[src/rtl/zeroheti_dbg_obi_arb_pkg.sv]
// Shared types for the core/debug OBI arbiter: requester IDs and default depth.
package zeroheti_pkg;

  typedef enum logic {
    ReqCore = 1'b0,
    ReqDbg  = 1'b1
  } req_id_e;

  localparam int unsigned MaxOutstandingDefault = 2;

  function automatic req_id_e other_req(input req_id_e id);
    return (id == ReqCore) ? ReqDbg : ReqCore;
  endfunction

endpackage

[src/rtl/zeroheti_dbg_obi_arb_if.sv]
// OBI request/response bundle; master drives the address phase, slave answers.
interface zeroheti_dbg_obi_arb_if #(
  parameter int unsigned AddrWidth = 32,
  parameter int unsigned DataWidth = 32
) ();

  logic                   req;
  logic [AddrWidth-1:0]   addr;
  logic                   we;
  logic [DataWidth/8-1:0] be;
  logic [DataWidth-1:0]   wdata;
  logic                   gnt;
  logic                   rvalid;
  logic [DataWidth-1:0]   rdata;
  logic                   err;

  modport master (
    output req, addr, we, be, wdata,
    input  gnt, rvalid, rdata, err
  );

  modport slave (
    input  req, addr, we, be, wdata,
    output gnt, rvalid, rdata, err
  );

endinterface

[src/rtl/zeroheti_id_fifo.sv]
// In-order FIFO of requester IDs for granted-but-unanswered transactions.
module zeroheti_id_fifo
  import zeroheti_pkg::*;
#(
  parameter int unsigned Depth = MaxOutstandingDefault
) (
  input  logic    clk_i,
  input  logic    rst_ni,
  input  logic    push_i,
  input  logic    pop_i,
  input  req_id_e id_i,
  output logic    full_o,
  output logic    empty_o,
  output req_id_e head_o
);

  localparam int unsigned PtrW = (Depth > 1) ? $clog2(Depth) : 1;
  localparam int unsigned CntW = $clog2(Depth + 1);

  logic [PtrW-1:0] wptr_q, rptr_q;
  logic [CntW-1:0] cnt_q;
  req_id_e         mem_q [Depth];
  logic            do_push, do_pop;

  function automatic logic [PtrW-1:0] next_ptr(input logic [PtrW-1:0] p);
    return (p == PtrW'(Depth - 1)) ? '0 : p + PtrW'(1);
  endfunction

  assign full_o  = (cnt_q == CntW'(Depth));
  assign empty_o = (cnt_q == '0);
  assign head_o  = mem_q[rptr_q];
  assign do_push = push_i && !full_o;
  assign do_pop  = pop_i && !empty_o;

  always_ff @(posedge clk_i or negedge rst_ni) begin
    if (!rst_ni) begin
      wptr_q <= '0;
      rptr_q <= '0;
      cnt_q  <= '0;
      for (int unsigned i = 0; i < Depth; i++) mem_q[i] <= ReqCore;
    end else begin
      if (do_push) begin
        mem_q[wptr_q] <= id_i;
        wptr_q        <= next_ptr(wptr_q);
      end
      if (do_pop) rptr_q <= next_ptr(rptr_q);
      case ({do_push, do_pop})
        2'b10:   cnt_q <= cnt_q + CntW'(1);
        2'b01:   cnt_q <= cnt_q - CntW'(1);
        default: cnt_q <= cnt_q;
      endcase
    end
  end

endmodule

[src/rtl/zeroheti_dbg_obi_arb.sv]
// Two-requester OBI arbiter (core, debug) onto one manager port with in-order response steering.
// Define ZEROHETI_DBG_ARB_FIXPRIO_EN for fixed debug priority instead of round-robin.
module zeroheti_dbg_obi_arb
  import zeroheti_pkg::*;
#(
  parameter int unsigned AddrWidth      = 32,
  parameter int unsigned DataWidth      = 32,
  parameter int unsigned MaxOutstanding = MaxOutstandingDefault
) (
  input  logic                   clk_i,
  input  logic                   rst_ni,
  zeroheti_dbg_obi_arb_if.slave  core,
  zeroheti_dbg_obi_arb_if.slave  dbg,
  zeroheti_dbg_obi_arb_if.master mgr
);

  localparam logic [0:0] StIdle = 1'b0;
  localparam logic [0:0] StHold = 1'b1;

  logic [0:0]             state_q, state_d;
  req_id_e                win_q, winner;
  logic                   win_req, mgr_req, hs, rsp_valid;
  logic                   fifo_full, fifo_empty;
  req_id_e                fifo_head;
  logic [AddrWidth-1:0]   addr_mux;
  logic [DataWidth/8-1:0] be_mux;
  logic [DataWidth-1:0]   wdata_mux;
  logic                   we_mux;

`ifndef ZEROHETI_DBG_ARB_FIXPRIO_EN
  req_id_e prio_q;
`endif

  // HOLD keeps the stalled winner so the address phase stays stable until granted.
  always_comb begin
    winner = ReqCore;
    if (state_q == StHold) begin
      winner = win_q;
    end else if (core.req && dbg.req) begin
`ifdef ZEROHETI_DBG_ARB_FIXPRIO_EN
      winner = ReqDbg;
`else
      winner = prio_q;
`endif
    end else if (dbg.req) begin
      winner = ReqDbg;
    end
  end

  assign win_req   = (winner == ReqDbg) ? dbg.req   : core.req;
  assign addr_mux  = (winner == ReqDbg) ? dbg.addr  : core.addr;
  assign we_mux    = (winner == ReqDbg) ? dbg.we    : core.we;
  assign be_mux    = (winner == ReqDbg) ? dbg.be    : core.be;
  assign wdata_mux = (winner == ReqDbg) ? dbg.wdata : core.wdata;

  assign mgr_req   = win_req && !fifo_full;
  assign hs        = mgr_req && mgr.gnt;
  assign rsp_valid = mgr.rvalid && !fifo_empty;

  always_comb begin
    state_d = state_q;
    case (state_q)
      StIdle:  if (mgr_req && !mgr.gnt) state_d = StHold;
      StHold:  if (mgr.gnt) state_d = StIdle;
      default: state_d = StIdle;
    endcase
  end

  always_ff @(posedge clk_i or negedge rst_ni) begin
    if (!rst_ni) begin
      state_q <= StIdle;
      win_q   <= ReqCore;
`ifndef ZEROHETI_DBG_ARB_FIXPRIO_EN
      prio_q  <= ReqDbg;
`endif
    end else begin
      state_q <= state_d;
      win_q   <= winner;
`ifndef ZEROHETI_DBG_ARB_FIXPRIO_EN
      if (hs) prio_q <= other_req(winner);
`endif
    end
  end

  zeroheti_id_fifo #(
    .Depth(MaxOutstanding)
  ) u_id_fifo (
    .clk_i  (clk_i),
    .rst_ni (rst_ni),
    .push_i (hs),
    .pop_i  (rsp_valid),
    .id_i   (winner),
    .full_o (fifo_full),
    .empty_o(fifo_empty),
    .head_o (fifo_head)
  );

  // Outputs are gated by rst_ni so reset forces them low without waiting for a clock.
  assign mgr.req     = rst_ni && mgr_req;
  assign mgr.addr    = rst_ni ? addr_mux  : '0;
  assign mgr.we      = rst_ni && we_mux;
  assign mgr.be      = rst_ni ? be_mux    : '0;
  assign mgr.wdata   = rst_ni ? wdata_mux : '0;

  assign core.gnt    = rst_ni && hs && (winner == ReqCore);
  assign dbg.gnt     = rst_ni && hs && (winner == ReqDbg);
  assign core.rvalid = rst_ni && rsp_valid && (fifo_head == ReqCore);
  assign dbg.rvalid  = rst_ni && rsp_valid && (fifo_head == ReqDbg);
  assign core.rdata  = rst_ni ? mgr.rdata : '0;
  assign dbg.rdata   = rst_ni ? mgr.rdata : '0;
  assign core.err    = rst_ni && mgr.err;
  assign dbg.err     = rst_ni && mgr.err;

endmodule

[src/flat_wrapper.sv]
// flat-port wrapper written by rule: the top's interface ports become plain ports
module zeroheti_dbg_obi_arb_flat import zeroheti_pkg::*;
#(
  parameter int unsigned AddrWidth      = 32,
  parameter int unsigned DataWidth      = 32,
  parameter int unsigned MaxOutstanding = MaxOutstandingDefault
)
  (clk_i, rst_ni, core_req, core_addr, core_we, core_be, core_wdata, core_gnt, core_rvalid, core_rdata, core_err, dbg_req, dbg_addr, dbg_we, dbg_be, dbg_wdata, dbg_gnt, dbg_rvalid, dbg_rdata, dbg_err, mgr_req, mgr_addr, mgr_we, mgr_be, mgr_wdata, mgr_gnt, mgr_rvalid, mgr_rdata, mgr_err);
  zeroheti_dbg_obi_arb_if #(.AddrWidth(AddrWidth), .DataWidth(DataWidth)) core_i ();
  zeroheti_dbg_obi_arb_if #(.AddrWidth(AddrWidth), .DataWidth(DataWidth)) dbg_i ();
  zeroheti_dbg_obi_arb_if #(.AddrWidth(AddrWidth), .DataWidth(DataWidth)) mgr_i ();
  input  logic clk_i;
  input  logic rst_ni;
  input wire logic [$bits(core_i.req)-1:0] core_req;
  input wire logic [$bits(core_i.addr)-1:0] core_addr;
  input wire logic [$bits(core_i.we)-1:0] core_we;
  input wire logic [$bits(core_i.be)-1:0] core_be;
  input wire logic [$bits(core_i.wdata)-1:0] core_wdata;
  output wire logic [$bits(core_i.gnt)-1:0] core_gnt;
  output wire logic [$bits(core_i.rvalid)-1:0] core_rvalid;
  output wire logic [$bits(core_i.rdata)-1:0] core_rdata;
  output wire logic [$bits(core_i.err)-1:0] core_err;
  input wire logic [$bits(dbg_i.req)-1:0] dbg_req;
  input wire logic [$bits(dbg_i.addr)-1:0] dbg_addr;
  input wire logic [$bits(dbg_i.we)-1:0] dbg_we;
  input wire logic [$bits(dbg_i.be)-1:0] dbg_be;
  input wire logic [$bits(dbg_i.wdata)-1:0] dbg_wdata;
  output wire logic [$bits(dbg_i.gnt)-1:0] dbg_gnt;
  output wire logic [$bits(dbg_i.rvalid)-1:0] dbg_rvalid;
  output wire logic [$bits(dbg_i.rdata)-1:0] dbg_rdata;
  output wire logic [$bits(dbg_i.err)-1:0] dbg_err;
  output wire logic [$bits(mgr_i.req)-1:0] mgr_req;
  output wire logic [$bits(mgr_i.addr)-1:0] mgr_addr;
  output wire logic [$bits(mgr_i.we)-1:0] mgr_we;
  output wire logic [$bits(mgr_i.be)-1:0] mgr_be;
  output wire logic [$bits(mgr_i.wdata)-1:0] mgr_wdata;
  input wire logic [$bits(mgr_i.gnt)-1:0] mgr_gnt;
  input wire logic [$bits(mgr_i.rvalid)-1:0] mgr_rvalid;
  input wire logic [$bits(mgr_i.rdata)-1:0] mgr_rdata;
  input wire logic [$bits(mgr_i.err)-1:0] mgr_err;
  assign core_i.req = core_req;
  assign core_i.addr = core_addr;
  assign core_i.we = core_we;
  assign core_i.be = core_be;
  assign core_i.wdata = core_wdata;
  assign core_gnt = core_i.gnt;
  assign core_rvalid = core_i.rvalid;
  assign core_rdata = core_i.rdata;
  assign core_err = core_i.err;
  assign dbg_i.req = dbg_req;
  assign dbg_i.addr = dbg_addr;
  assign dbg_i.we = dbg_we;
  assign dbg_i.be = dbg_be;
  assign dbg_i.wdata = dbg_wdata;
  assign dbg_gnt = dbg_i.gnt;
  assign dbg_rvalid = dbg_i.rvalid;
  assign dbg_rdata = dbg_i.rdata;
  assign dbg_err = dbg_i.err;
  assign mgr_req = mgr_i.req;
  assign mgr_addr = mgr_i.addr;
  assign mgr_we = mgr_i.we;
  assign mgr_be = mgr_i.be;
  assign mgr_wdata = mgr_i.wdata;
  assign mgr_i.gnt = mgr_gnt;
  assign mgr_i.rvalid = mgr_rvalid;
  assign mgr_i.rdata = mgr_rdata;
  assign mgr_i.err = mgr_err;
  zeroheti_dbg_obi_arb #(.AddrWidth(AddrWidth), .DataWidth(DataWidth), .MaxOutstanding(MaxOutstanding)) u_core (.clk_i(clk_i), .rst_ni(rst_ni), .core(core_i), .dbg(dbg_i), .mgr(mgr_i));
endmodule
[config.mk]
export PLATFORM = sky130hd
export DESIGN_NAME = zeroheti_dbg_obi_arb_flat
export DESIGN_NICKNAME = d
export VERILOG_FILES = /design/src/rtl/zeroheti_dbg_obi_arb_pkg.sv /design/src/rtl/zeroheti_dbg_obi_arb_if.sv /design/src/rtl/zeroheti_id_fifo.sv /design/src/rtl/zeroheti_dbg_obi_arb.sv /design/src/flat_wrapper.sv
export SDC_FILE = /design/constraint.sdc
export NUM_CORES = 1
export LEC_CHECK = 0
export CORE_AREA = 2 2 122 124
export CTS_CLUSTER_SIZE = 40
export DETAILED_ROUTE_END_ITERATION = 16
export DIE_AREA = 0 0 124 126
export PLACE_DENSITY_LB_ADDON = 0.15
export SLEW_MARGIN = 20
export SYNTH_ARGS = -nofsm -noshare
export SYNTH_HDL_FRONTEND = slang
export SYNTH_SLANG_ARGS = --single-unit
[constraint.sdc]
create_clock -name clk_i -period 2.35 [get_ports clk_i]
set_clock_uncertainty 0.15 [all_clocks]
set_input_delay 0.47 -clock clk_i [delete_from_list [all_inputs] [get_ports clk_i]]
set_output_delay 0.47 -clock clk_i [all_outputs]
set_load 0.02 [all_outputs]
# After elaboration in Yosys (flattened, before gate mapping)
# Index checks and enable logic that the tools add are counted.
# W data, S select, Z words.
totals:
  reg_bits: 9
  in_bits: 177
  output_inout_bits: 140
  wordCells: 70
op_classes:
  add_sub_neg: 4
  n_lt_le_gt_ge: 3
  n_eq_ne: 3
  muxes: 25
  n_bitwise: 5
  n_reduce_logical: 22
op_table:
  columns: ["cell", "n"]
  rows:
  - ["$mux W32", 5]
  - ["$logic_and A1 B1 Y1", 17]
  - ["$mux W1", 14]
  - ["$mux W4", 2]
  - ["$eq A2 B2 Y1 const B", 2]
  - ["$ge A2 B2 Y1 const B", 2]
  - ["$not A1 Y2", 2]
  - ["$pmux W2 S2", 1]
  - ["$logic_not A1 Y1", 3]
  - ["$not A1 Y1", 3]
  - ["$add A1 B1 Y1 const B", 2]
  - ["$add A2 B1 Y2 const B", 1]
  - ["$bwmux W2", 1]
  - ["$eq A2 B1 Y1 const B", 1]
  - ["$logic_not A2 Y1", 1]
  - ["$lt A2 B1 Y1 const B", 1]
  - ["$pmux W1 S2", 1]
  - ["$reduce_bool A2 Y1", 1]
  - ["$sub A2 B1 Y2 const B", 1]
  - ["$demux W1 S1", 1]

# Logic depth before layout (Yosys ltp)
logic_depth:
  ltp_word: 9
  ltp_mapped: 7
  ltp_nobuf: 7

# Modules after synthesis
# From an unflattened synthesis, not the netlist that was laid out.
unflattened:
  hier_cells: 357
  hier_area_um2: 2417.3
by_module_without_submodules:
  columns: ["module", "instances", "cells_per_inst", "area_each_um2", "seq_area_each_um2"]
  rows:
  - ["zeroheti_dbg_obi_arb", 1, 334, 2134.5, 76.3]
  - ["zeroheti_id_fifo", 1, 23, 282.8, 150.1]

# Worst setup path before layout
# Ideal clock, no wire load.
synth_timing:
  kind: "input to output"
  start: "in dbg_req"
  end: "out mgr_addr[0]"
  arrival_ns: 1.503
  t_required_ns: 1.730
  path_slack_ns: 0.227
  cell_stages: 5
  n_path_buf: 1
  path_cell_list: "nor2b_2 a22oi_4 buf_6 nand2_1 a21oi_1"
synth_via:
  elab_chain_len: 5
  word_cells_on_any_way: 6
  classes_between: "mux (5); reduce/logical (1)"
synth_lines:
  columns: ["item", "line_no", "rtl"]
  rows:
  - ["start: declaration", "flat_wrapper.sv:23", "input wire logic [$bits(dbg_i.req)-1:0] dbg_req;"]
  - ["$mux W1 or $logic_and A1 B1 Y1 (tied branches)", "zeroheti_dbg_obi_arb.sv:45, zeroheti_dbg_obi_arb.sv:39", null]
  - ["$mux W1 (*)", "zeroheti_dbg_obi_arb.sv:39", "end else if (core.req && dbg.req) begin"]
  - ["$mux W1 (*)", "zeroheti_dbg_obi_arb.sv:37", "if (state_q == StHold) begin"]
  - ["$mux W32 (*)", "zeroheti_dbg_obi_arb.sv:51", "assign addr_mux = (winner == ReqDbg) ? dbg.addr : core.addr;"]
  - ["$mux W32 (*)", "zeroheti_dbg_obi_arb.sv:100", "assign mgr.addr = rst_ni ? addr_mux : '0;"]
  - ["end: declaration", "flat_wrapper.sv:33", "output wire logic [$bits(mgr_i.addr)-1:0] mgr_addr;"]
# Mark *: on every way between the ends. The rest lies on a longest branch, timed or not.

# Final worst setup path
layout_timing:
  start: "reg u_core.prio_q"
  end: "out mgr_wdata[26]"
layout_via:
  elab_chain_len: 4
layout_lines:
  columns: ["item", "line_no", "rtl"]
  rows:
  - ["start: declaration", "zeroheti_dbg_obi_arb.sv:31", "req_id_e prio_q;"]
  - ["start signal: assignment", "zeroheti_dbg_obi_arb.sv:74", "prio_q <= ReqDbg;"]
  - ["start signal: assignment", "zeroheti_dbg_obi_arb.sv:80", "if (hs) prio_q <= other_req(winner);"]
  - ["$mux W1", "zeroheti_dbg_obi_arb.sv:39", null]
  - ["$mux W1", "zeroheti_dbg_obi_arb.sv:37", null]
  - ["$mux W32", "zeroheti_dbg_obi_arb.sv:54", "assign wdata_mux = (winner == ReqDbg) ? dbg.wdata : core.wdata;"]
  - ["$mux W32", "zeroheti_dbg_obi_arb.sv:103", "assign mgr.wdata = rst_ni ? wdata_mux : '0;"]
  - ["end: declaration", "flat_wrapper.sv:36", "output wire logic [$bits(mgr_i.wdata)-1:0] mgr_wdata;"]
# No other way between the ends.

==> results by group <==
Status
  – Outcome: complete, but fails checks
  – Failing checks: negative setup slack

Critical path
  – CP endpoint kind: primary output
  – Worst reg2reg path depth: 8
  – End of the critical path: mgr_wdata[26]
  – Cell-by-cell trace of the critical path: nand2b_4, a22oi_4, buf_12, buf_12, buf_12, nand2_4, a21oi_2, buf_4
  – Buffers plus inverters on the worst setup path: 4
  – Reg2reg end: u_core.u_id_fifo.cnt_q[1]
  – Slowest stage delay, CP: between 300 and 400 ps
  – Worst setup startpoint: u_core.prio_q
  – Worst EP arrival: 1790 ps
  – Slowest stage cell, crit path: dfstp_2
  – Top cell family by delay on the critical path: buffers and inverters
  – CP Class: reg -> out
  – R2r setup slk: 480 ps
  – CP Depth: 8
  – CP most frequent cell: buf_12
  – Worst Path Required: 1730 ps
  – Crit Reg-Reg Startpoint: u_core.state_q
  – CP Max Fanout: 7
  – Worst Setup Start Kind: flip-flop

Routing
  – Drt first pass iters: 4
  – Final ANT Viol Nets: 0
  – Final WL: 13,900 um
  – Routed length per instance: 16.8 um
  – Vias: 3,418
  – Routed vias/inst: roughly 4.1
  – Drt first-iter violations: 95
  – DRC: 0

Yosys
  – Post-Syn Area per Cell: about 6 sq um
  – Syn Inst Count: 343
  – FF+latch count, synth: 9
  – Net Count, Synth: 521
  – Post-Syn Area: roughly 2000 sq um
  – Synthesis Warnings: 0
  – Synth cell types: 28
  – Sequential area share after synthesis: 0.113

Layout
  – Syn-to-layout area delta: 194%
  – Cell area after layout: 5900 sq um
  – Nets: ~800
  – # diodes: 0
  – Ratio of cells with drive above 1 in the final layout: 0.311

Power and ir drop
  – Power Total: 0.00348 W
  – PwrDens: just under 600 nW/um^2
  – Sw Pwr: 0.00158 W
  – Share of power burned in registers: 0.089
  – P_int: 0.00190 W
  – Max VDD drop: 0.000338 V
  – Power share of the clock group: 0.088
  – Leakage power: 2.64 nW
  – Switch share: 0.454
  – Gate power share: 0.823

Timing
  – Min cycle time layout: 2410 ps
  – Final slew viol count: 0
  – Final period utilization: 1.03
  – Unrepaired setup endpoints after global routing: true
  – Final WS setup: -64.0 ps
  – Highest Clock Rate: 414 MHz
  – Endpoints failing hold: 0
  – Final Setup Violations: 46
  – Worst-Margin Slew: approximately 270 ps
  – Worst-case headroom to the max-slew limit: 0.821

Placed design
  – Dpl cell area: between 5000 and 6000 sq um
  – Hpwl dp: just over 9000 um
  – PortBufs: 316
  – RD Place Congestion: 0.803
  – Pre-CTS setup slack: -811 ps

GRT
  – Gr usage total: 0.158
  – Initial antenna violation count: 0
  – Global-route wire length before repair: 18,900 um
  – Vias in the first global route: 3,408
  – Grt ovf: 0
  – Largest net degree at the start of global routing: 24

Floorplan
  – Num ports: 317
  – Num rows: 44
  – Initial core utilization: 0.140
  – Total core area: 14,300 sq um
  – DIE AREA: 15,600 sq um
  – Die H: 126 um
  – Die W: 124 um

Hold path
  – Worst hold path type: in -> async

Clocking
  – # H-tree levels: 1
  – Clock transition at path regs: ~40 ps
  – Buffer depth of the longest clock path: 2
  – # clock sinks: 9
  – Root Buffer: clkbuf_16
  – Clock Latency Late Sink: 240 ps
  – Clock tree from TritonCTS: done
  – Cts bufs inserted: 3
  – Post-CTS Hold Buffers: 0

Flow run
  – Max Cap Viol: 0
## power groups by stage
stage | sequential [W] | combinational, W | clock, W
final | 0.000308 | 0.00287 | 0.000307
after floorplan | 0.000293 | 0.00123 | 0
after global placement | 0.000304 | 0.00216 | 0
after CTS | 0.000308 | 0.00279 | 0.000311
after detailed placement | 0.000306 | 0.00217 | 0
after global routing | 0.000319 | 0.00305 | 0.000327
## synth_stat cells (all sizes together)
library cell	number	area, sq um
and3	3	18.8
buf	47	405
o21a	2	15.0
and4	1	8.76
a32o	1	10.0
nor2b	1	8.76
dfrtp	8	200
a22oi	1	21.3
xor2	2	17.5
a21oi	70	350
clkbuf	11	41.3
a211oi	1	7.51
nand3b	1	7.51
ha	1	12.5
o21ai	1	5.00
inv	3	13.8
xnor2	3	26.3
nand2b	3	18.8
dfstp	1	26.3
nand2	142	533
and2	33	206
nor2	3	11.3
o2bb2ai	1	8.76
mux2i	2	20.0
a211o	1	8.76
## logic make-up after synthesis
group | synth area share
simple gates | 0.406
compound gates | 0.213
buf+inv | 0.230
flops | 0.113
xor+xnor | 0.0219
mux | 0.00999
fa+ha+maj | 0.00625
## layout by cell type, fill, tap and decap left out, types with 2 or more instances in the layout
| cell type | count |
|---|---|
| a21oi_1 | 25 |
| a21oi_2 | 41 |
| a21oi_4 | 4 |
| and2_1 | 33 |
| and3_1 | 3 |
| buf_12 | 10 |
| buf_16 | 5 |
| buf_2 | 8 |
| buf_4 | 58 |
| buf_6 | 26 |
| clkbuf_16 | 5 |
| clkdlybuf4s15_1 | 7 |
| clkdlybuf4s15_2 | 2 |
| clkdlybuf4s50_1 | 202 |
| dfrtp_1 | 7 |
| dlygate4sd2_1 | 29 |
| dlymetal6s2s_1 | 3 |
| mux2i_1 | 2 |
| nand2_1 | 110 |
| nand2_2 | 4 |
| nand2_4 | 28 |
| nand2b_1 | 2 |
| nor2_1 | 3 |
| o21a_1 | 2 |
| xnor2_1 | 3 |
| xor2_1 | 2 |
## worst min-delay path by stage
stage,start,to,slack (ps)
finish,rst_ni,u_core.u_id_fifo.mem_q[1],340
floorplan,rst_ni,u_core.state_q,20
global route,rst_ni,u_core.u_id_fifo.cnt_q[1],350
global placement,u_core.u_id_fifo.rptr_q,u_core.u_id_fifo.rptr_q,330
detailed placement,u_core.u_id_fifo.mem_q[1],u_core.u_id_fifo.mem_q[1],340
CTS,rst_ni,u_core.u_id_fifo.mem_q[1],340
## what timing repair did
item / in CTS / in global routing
buffers inserted: 8 / 1
endpoints found under the hold margin: 0 / 0
cloned: 8 / 3
resized for setup: 511 / 47
pin swaps: 58 / 34
endpoints found under the setup margin: 140 / 67
## layout make-up
cell class,instances,area [sq um]
Sequential cell,9,228
Multi-Input combinational cell,273,1750
Inverter,3,13.8
Clock buffer,4,78.8
Tap cell,184,230
Fill cell,1470,8420
Timing Repair Buffer,354,3600
## per-layer routing
layer  vias to the layer above  GRT usage  part of all wire  wire (um)
met3                        11     0.0226             0.069        963
met2                       138      0.315              0.54       7550
met1                      1595      0.175              0.38       5280
met4                         0     0.0218            0.0086        120
met5                         -          0                 0          0
li1                       1674          -                 -          -
## state kept, by name, indices dropped and copies added (netlist names)
register / flops
u_core.state_q: 1
u_core.win_q: 1
u_core.u_id_fifo.rptr_q: 1
u_core.prio_q: 1
u_core.u_id_fifo.cnt_q: 2
u_core.u_id_fifo.wptr_q: 1
u_core.u_id_fifo.mem_q: 2
## stage by stage
| step | utilization | std cells | hold WS (ps) | TNS [ps] |
|---|---|---|---|---|
| global route | 0.412 | 827 | 353 | -5270 |
| detailed placement | 0.360 | 806 | 336 | -90630 |
| global placement | 0.360 | 806 | 328 | -88810 |
| finish | 0.412 | 827 | 340 | -1260 |
| floorplan | - | 343 | 24.4 | 0 |
| CTS | 0.402 | 826 | 343 | -4050 |
No activity file was read; power rests on OpenSTA's default activity.
